<file path="config.mk">
export PLATFORM = sky130hd
export DESIGN_NAME = axi_arbiter
export DESIGN_NICKNAME = d
export VERILOG_FILES = /design/src/rtl/axi_arbiter.sv
export SDC_FILE = /design/constraint.sdc
export NUM_CORES = 1
export LEC_CHECK = 0
export BUFFER_PORTS_ARGS = -buffer_cell sky130_fd_sc_hd__buf_2
export CORE_AREA = 2 2 205 207
export DETAILED_ROUTE_END_ITERATION = 8
export DIE_AREA = 0 0 207 209
export HOLD_SLACK_MARGIN = 0.06
export PLACE_DENSITY = 0.37
export SLEW_MARGIN = 20
export SYNTH_ARGS = -nofsm -noshare
export SYNTH_HDL_FRONTEND = slang
export SYNTH_SLANG_ARGS = --single-unit
</file>
<file path="constraint.sdc">
create_clock -name clk -period 2.85 [get_ports clk]
set_clock_uncertainty 0.2 [all_clocks]
set_input_delay 0.1425 -clock clk [delete_from_list [all_inputs] [get_ports clk]]
set_output_delay 0.1425 -clock clk [all_outputs]
set_load 0.005 [all_outputs]
</file>
<file path="src/rtl/axi_arbiter.sv">
// axi_arbiter: two-master to one-slave AXI-lite arbiter.
//   IFU master : read only (ar/r)
//   LSU master : read (ar/r) and write (aw/w/b)
//   m_*        : single downstream memory bus
// Single-beat transfers, one outstanding transaction. A grant is held from the
// address phase until the response handshake.
//
// Handshake semantics: a beat transfers on a rising clk edge where valid and
// ready are both 1. Upstream masters keep valid high until their response,
// so the *_done flags block re-issue of an address/data phase that has already
// been accepted by the bus.
//
// Ports: clk, rst (synchronous, active high), ifu_ar/ifu_r, lsu_ar/lsu_r,
// lsu_aw/lsu_w/lsu_b, m_ar/m_r/m_aw/m_w/m_b, dbg_state (current FSM state).
module axi_arbiter #(
  parameter int ADDR_W = 32,
  parameter int DATA_W = 64,
  parameter int STRB_W = 8,
  parameter bit RR_EN  = 1'b0
) (
  input  logic              clk,
  input  logic              rst,
  input  logic [ADDR_W-1:0] ifu_ar_addr,
  input  logic              ifu_ar_valid,
  output logic              ifu_ar_ready,
  output logic [DATA_W-1:0] ifu_r_data,
  output logic [1:0]        ifu_r_resp,
  output logic              ifu_r_valid,
  input  logic              ifu_r_ready,
  input  logic [ADDR_W-1:0] lsu_ar_addr,
  input  logic              lsu_ar_valid,
  output logic              lsu_ar_ready,
  output logic [DATA_W-1:0] lsu_r_data,
  output logic [1:0]        lsu_r_resp,
  output logic              lsu_r_valid,
  input  logic              lsu_r_ready,
  input  logic [ADDR_W-1:0] lsu_aw_addr,
  input  logic              lsu_aw_valid,
  output logic              lsu_aw_ready,
  input  logic [DATA_W-1:0] lsu_w_data,
  input  logic [STRB_W-1:0] lsu_w_strb,
  input  logic              lsu_w_valid,
  output logic              lsu_w_ready,
  output logic [1:0]        lsu_b_resp,
  output logic              lsu_b_valid,
  input  logic              lsu_b_ready,
  output logic [ADDR_W-1:0] m_ar_addr,
  output logic              m_ar_valid,
  input  logic              m_ar_ready,
  input  logic [DATA_W-1:0] m_r_data,
  input  logic [1:0]        m_r_resp,
  input  logic              m_r_valid,
  output logic              m_r_ready,
  output logic [ADDR_W-1:0] m_aw_addr,
  output logic              m_aw_valid,
  input  logic              m_aw_ready,
  output logic [DATA_W-1:0] m_w_data,
  output logic [STRB_W-1:0] m_w_strb,
  output logic              m_w_valid,
  input  logic              m_w_ready,
  input  logic [1:0]        m_b_resp,
  input  logic              m_b_valid,
  output logic              m_b_ready,
  output logic [1:0]        dbg_state
);

  typedef enum logic [1:0] {
    IDLE   = 2'd0,
    IFU_RD = 2'd1,
    LSU_RD = 2'd2,
    LSU_WR = 2'd3
  } state_t;

  localparam logic GNT_IFU = 1'b0;
  localparam logic GNT_LSU = 1'b1;

  state_t state, state_nxt;
  logic   ar_done, ar_done_nxt;
  logic   aw_done, aw_done_nxt;
  logic   w_done, w_done_nxt;
  logic   last_gnt, last_gnt_nxt;
  logic   aw_fin, w_fin;

  assign dbg_state = state;

  always_ff @(posedge clk) begin
    if (rst) begin
      state    <= IDLE;
      ar_done  <= 1'b0;
      aw_done  <= 1'b0;
      w_done   <= 1'b0;
      last_gnt <= GNT_IFU;
    end else begin
      state    <= state_nxt;
      ar_done  <= ar_done_nxt;
      aw_done  <= aw_done_nxt;
      w_done   <= w_done_nxt;
      last_gnt <= last_gnt_nxt;
    end
  end

  always_comb begin
    state_nxt    = state;
    ar_done_nxt  = ar_done;
    aw_done_nxt  = aw_done;
    w_done_nxt   = w_done;
    last_gnt_nxt = last_gnt;
    aw_fin       = 1'b0;
    w_fin        = 1'b0;

    ifu_ar_ready = 1'b0;
    ifu_r_data   = '0;
    ifu_r_resp   = 2'b00;
    ifu_r_valid  = 1'b0;
    lsu_ar_ready = 1'b0;
    lsu_r_data   = '0;
    lsu_r_resp   = 2'b00;
    lsu_r_valid  = 1'b0;
    lsu_aw_ready = 1'b0;
    lsu_w_ready  = 1'b0;
    lsu_b_resp   = 2'b00;
    lsu_b_valid  = 1'b0;
    m_ar_addr    = '0;
    m_ar_valid   = 1'b0;
    m_r_ready    = 1'b0;
    m_aw_addr    = '0;
    m_aw_valid   = 1'b0;
    m_w_data     = '0;
    m_w_strb     = '0;
    m_w_valid    = 1'b0;
    m_b_ready    = 1'b0;

    case (state)
      IDLE: begin
        // Writes beat any read; simultaneous reads go to LSU unless
        // round-robin is enabled and LSU was the last one served.
        if (lsu_aw_valid && lsu_w_valid) begin
          state_nxt = LSU_WR;
        end else if (lsu_ar_valid && ifu_ar_valid) begin
          state_nxt = (RR_EN && (last_gnt == GNT_LSU)) ? IFU_RD : LSU_RD;
        end else if (lsu_ar_valid) begin
          state_nxt = LSU_RD;
        end else if (ifu_ar_valid) begin
          state_nxt = IFU_RD;
        end
      end

      IFU_RD: begin
        m_ar_addr    = ifu_ar_addr;
        m_ar_valid   = ifu_ar_valid & ~ar_done;
        ifu_ar_ready = m_ar_ready & ~ar_done;
        ifu_r_data   = m_r_data;
        ifu_r_resp   = m_r_resp;
        ifu_r_valid  = m_r_valid;
        m_r_ready    = ifu_r_ready;
        if (m_ar_valid && m_ar_ready) ar_done_nxt = 1'b1;
        if (m_r_valid && ifu_r_ready) begin
          state_nxt    = IDLE;
          ar_done_nxt  = 1'b0;
          last_gnt_nxt = GNT_IFU;
        end
      end

      LSU_RD: begin
        m_ar_addr    = lsu_ar_addr;
        m_ar_valid   = lsu_ar_valid & ~ar_done;
        lsu_ar_ready = m_ar_ready & ~ar_done;
        lsu_r_data   = m_r_data;
        lsu_r_resp   = m_r_resp;
        lsu_r_valid  = m_r_valid;
        m_r_ready    = lsu_r_ready;
        if (m_ar_valid && m_ar_ready) ar_done_nxt = 1'b1;
        if (m_r_valid && lsu_r_ready) begin
          state_nxt    = IDLE;
          ar_done_nxt  = 1'b0;
          last_gnt_nxt = GNT_LSU;
        end
      end

      LSU_WR: begin
        m_aw_addr    = lsu_aw_addr;
        m_aw_valid   = lsu_aw_valid & ~aw_done;
        lsu_aw_ready = m_aw_ready & ~aw_done;
        m_w_data     = lsu_w_data;
        m_w_strb     = lsu_w_strb;
        m_w_valid    = lsu_w_valid & ~w_done;
        lsu_w_ready  = m_w_ready & ~w_done;
        if (m_aw_valid && m_aw_ready) aw_done_nxt = 1'b1;
        if (m_w_valid && m_w_ready) w_done_nxt = 1'b1;
        // A phase counts as finished in the cycle its handshake happens, so
        // B can open in the same cycle the last of AW/W is accepted.
        aw_fin = aw_done | (m_aw_valid & m_aw_ready);
        w_fin  = w_done | (m_w_valid & m_w_ready);
        if (aw_fin && w_fin) begin
          lsu_b_resp  = m_b_resp;
          lsu_b_valid = m_b_valid;
          m_b_ready   = lsu_b_ready;
          if (m_b_valid && lsu_b_ready) begin
            state_nxt   = IDLE;
            aw_done_nxt = 1'b0;
            w_done_nxt  = 1'b0;
          end
        end
      end

      default: state_nxt = IDLE;
    endcase
  end

endmodule

</file>
== Yosys cells after proc, flatten, opt, wreduce, memory -nomap -nowiden ==
Cells that the tools add are included.
Storage, ports and cells
  register bits after elaboration: 5
  output and inout bits: 284
  logic and storage cells: 86
Operators by class
  equality and inequality tests: 10
  muxes and demuxes: 44
  bitwise gates (word level): 14
  reductions and logical operators: 14
Operators with widths (count)
  64-bit 2-to-1 mux: 3
  32-bit case mux with 2 select lines: 1
  32-bit 2-to-1 mux: 1
  2-bit 2-to-1 mux: 12
  1-bit 2-to-1 mux: 22
  1-bit logical AND: 10
  1-bit AND: 9
  8-bit 2-to-1 mux: 1
  2-bit inequality test, second input constant: 4
  2-bit case mux with 4 select lines: 1
  3-bit inequality test, second input constant: 2
  1-bit case mux with 2 select lines: 3
  5-bit inequality test, second input constant: 1
  5-bit AND reduction: 1
  2-bit == test, second input constant: 2
  1-bit inverter: 3
  3-bit AND reduction: 1
  2-bit by 1-bit == test with 1-bit output, second input constant: 1
  2-bit logical NOT: 1
  1-bit OR: 2
  2-bit nonzero test: 1

== Longest topological paths before layout ==
  depth after elaboration: 7
  gate-level depth with buffers: 6
  depth with buffers taken out: 6

== Worst setup path before layout ==
OpenSTA, ideal clock, no wires.
  path kind: register -> register
  start: reg state[0], in the netlist dbg_state[0]
  end: reg state[0], in the netlist dbg_state[0]
  arrival: 1.301 ns
  data required time: 2.538 ns
  slack: 1.237 ns
  cell stages (with the launch flop): 7
  period minus slack after synthesis: 1.613 ns
  cell sequence: dfxtp_1 -> inv_1 -> ha_1 -> a21boi_2 -> a221oi_2 -> a211o_1 -> nand2_1
On the way
  word-level cells in the longest chain between the ends: 3
  elaborated cells between the ends (all ways): 11
Ends and longest elaborated chain
  from (decl): RTL line 77  | state_t state, state_nxt;
  from (signal assigned): RTL line 94  | state <= state_nxt;
  2-bit logical NOT, or another cell as far along: RTL line 133  | case (state)
  5-bit inequality test (no source line) or 2-bit inequality test (tied branches)
  5-bit AND reduction (no source line)
Parallel ways exist; a longest one is shown, timed or not.
A chain may end at the register's enable or synchronous reset.

== Final worst setup path ==
  start: reg state[0], in the netlist dbg_state[0]
  end: out m_ar_addr[6]
On the way
  word-level cells in the longest chain between the ends: 2
  elaborated cells between the ends (all ways): 3
Ends and longest elaborated chain
  2-bit == test or 2-bit by 1-bit == test with 1-bit output (tied branches): RTL line 133
  32-bit case mux with 2 select lines (*): RTL line 133
  to (decl): RTL line 47  | output logic [ADDR_W-1:0] m_ar_addr,
Mark *: on every way between the ends. The rest lies on a longest branch, timed or not.

==> out/metrics.yaml <==
yosys:
  async_flop_share_pct: 0
  netlist_instances: 405
  yosysWarningCount: 0
  synth_largest_area_cell: "and2_1"
  synth_most_common_cell: "and2_1"
  synth.area.mux_share_pct: 0
  synth-edff-count: 0
  yosys.area_share.adder_pct: 2.40
  yosysSeqAreaShare_pct: 3.84
  syn-num-nets: 660
  synth_simple_gate_area_share_pct: 72.3
  post_synth.cell_area_avg_um2: 6.44
  synth_cell_type_count: 30
  ys_top_cells_by_area: "and2_1 (59%), a22oi_1 (9.5%), nor2b_1 (7.9%)"
  synthXorXnorAreaFrac_pct: 0
  ys_ff_latch: 5
  synth-compound-area-share_pct: 14.8
  synth_top_family_by_area: "simple AND/OR/NAND/NOR gates"
  synthesis.area_um2: 2610
  synth_top_area_share_pct: 58.8
  netlist_top_cells_count: "and2_1 (245), a22oi_1 (33), nor2b_1 (33)"
  synth_flop_cell: "dfxtp_1"
setup_path:
  r2r_cells: 5
  critical_path.startpoint_type: "register"
  cp_max_fo: 20
  crit_required_ns: 2.51
  cp.arrival_ns: 2.17
  end_kind: "output port"
  crit_type: "register to output port"
clock_tree:
  cts_buffer_depth: 2
  clock-sinks: 5
  clkTransAtPathRegs_ns: 0.03
  h-tree-depth: 1
  clk_latency_ns: 0.23
  cts_resized: 0
  cts_root_buf: "clkbuf_16"
  cts_tree: "yes"
  cts_buffers: 3
cells_and_area:
  fillCellCount: 4868
  syn_to_final_growth_pct: 130
  drive_gt1_share_pct: 60.6
  fin_util_pct: 14.5
  layout.nets: 1168
floorplan:
  start_util_pct: 6.32
  fp.dieH_um: 209
  fp.dieW_um: 207
  core_area_um2: 41300
  ioPinCount: 534
  die-area_um2: 43300
  row_count: 75
min_path:
  worst_hold_path.num_cells: 2
  hp-class: "input port to register"
pwr:
  p_leak_nw: 3.60
  pwr-share-comb_pct: 84.6
  p_sw_share_pct: 46.4
  power_frac_seq_pct: 5.2
  switching_power_mw: 1.07
  peakVddDrop_uv: 162
  p_int_mw: 1.23
  power_density_nw_per_um2: 384
  power_frac_clock_pct: 10.2
routing:
  route.final.wire_length_um: 21400
  via_per_inst: 3.26
  drc_errors: 0
  dr.pass1.iters: 4
  via_count: 4730
  post_drt_wl_per_cell_um: 14.7
  drt_iter0_drc: 168
  detail-route-antenna-nets: 0
global_route:
  grt_pass1_vias: 4523
  grt_pass1_wl_um: 29400
  grt_usage_pct: 8.98
  grt_max_degree: 106
  gr-total-overflow: 0
  antenna_found_initial: 3
placed_design:
  port_buffers: 533
  hpwlAfterDp_um: 18900
  routabilityCongestion: 0.813
status:
  status: "completed"
timing:
  hold_viol_final: 0
  period_needed_ns: 2.51
  rsz0062_at_grt: "false"
  fmax_mhz: 399
  setup_violations: 0
  relSlewSlack_pct: 55.3
  fin_crit_sh_pct: 88.0
  fin_tns_setup_ns: 0
  tightest_slew_ns: 0.671
  report.final.slew_viol_count: 0
run:
  timing.max_cap.violations: 0
## kinds of logic (layout without fill, tap and decap cells)
group | after synthesis | count (layout)
fa+ha+maj | 5 | 5
buf+inv | 41 | 548
other cells | 0 | 1
compound gates | 50 | 50
simple gates | 304 | 304
flops | 5 | 5
## path summary, 6_finish.rpt
check             slack [ns]              endpoint                      start
hold reg to reg         0.36   w_done$_SDFFE_PP0P_        w_done$_SDFFE_PP0P_
setup reg to reg        0.60  ar_done$_SDFFE_PP0P_  dbg_state[0]$_SDFFE_PP0P_
hold / removal          0.06  ar_done$_SDFFE_PP0P_                  m_r_valid
setup / recovery        0.34          m_ar_addr[6]  dbg_state[0]$_SDFFE_PP0P_
## worst max-delay path, cell delays in order, from the launching register on
cell     delay (ns)
dfxtp_1        0.45
inv_1          0.17
ha_1           0.75
buf_4          0.29
nor2b_1        0.15
buf_2          0.12
## flip-flops by register name, summed over array words and instances, names as in the netlist
| register | flops |
|---|---|
| w_done | 1 |
| aw_done | 1 |
| dbg_state | 2 |
| ar_done | 1 |
## what timing repair did
item,4_1_cts,5_1_grt
hold endpoints to repair,3,0
hold buffers,1,0
setup buffers,0,0
## routing by layer
layer | global-route usage, % | wire (um)
met5 | 0 | 15
met4 | 0.788 | 126
met3 | 2.63 | 1950
met2 | 16.3 | 10500
met1 | 10.8 | 8780
## cells in the final DEF, fill, tap and decap left out, types with 3 or more instances in the layout
cell,Yosys,layout
nand2_1,10,10
buf_4,0,4
and2_1,245,245
dfxtp_1,5,5
inv_1,4,4
buf_2,7,533
a22oi_1,33,33
nand3_1,3,3
nor2b_1,33,33
clkbuf_16,0,3
ha_4,0,3
a21oi_1,4,4
## power by group through the flow
stage	Clock [mW]	Sequential, mW	Combinational (mW)
floorplan	0	0.103	0.996
global placement	0	0.121	2.00
detailed placement	0	0.121	1.99
CTS	0.239	0.121	2.00
global route	0.242	0.124	2.17
finish	0.234	0.119	1.95
## metrics by stage
stage	area, um2	instances	setup slack (ns)	hold slack, ns	power, mW
floorplan	2610	405	1.24	0.0146	1.10
global placement	5900	1446	0.606	0.227	2.12
detailed placement	5900	1446	0.570	0.232	2.11
CTS	5990	1451	0.315	0.0724	2.36
global route	5990	1451	0.119	0.0977	2.54
finish	5990	1452	0.342	0.0584	2.30
## layout make-up
cell class                      instances  area [um2]  share of cell area, %
Timing Repair Buffer                  540        2750                   45.9
Inverter                                4        15.0                  0.251
Multi-Input combinational cell        359        2370                   39.6
Tap cell                              539         674                   11.3
Sequential cell                         5         100                   1.67
Antenna cell                            1        2.50                 0.0418
Clock buffer                            4        78.8                   1.32
No activity file was read; power rests on OpenSTA's default activity.
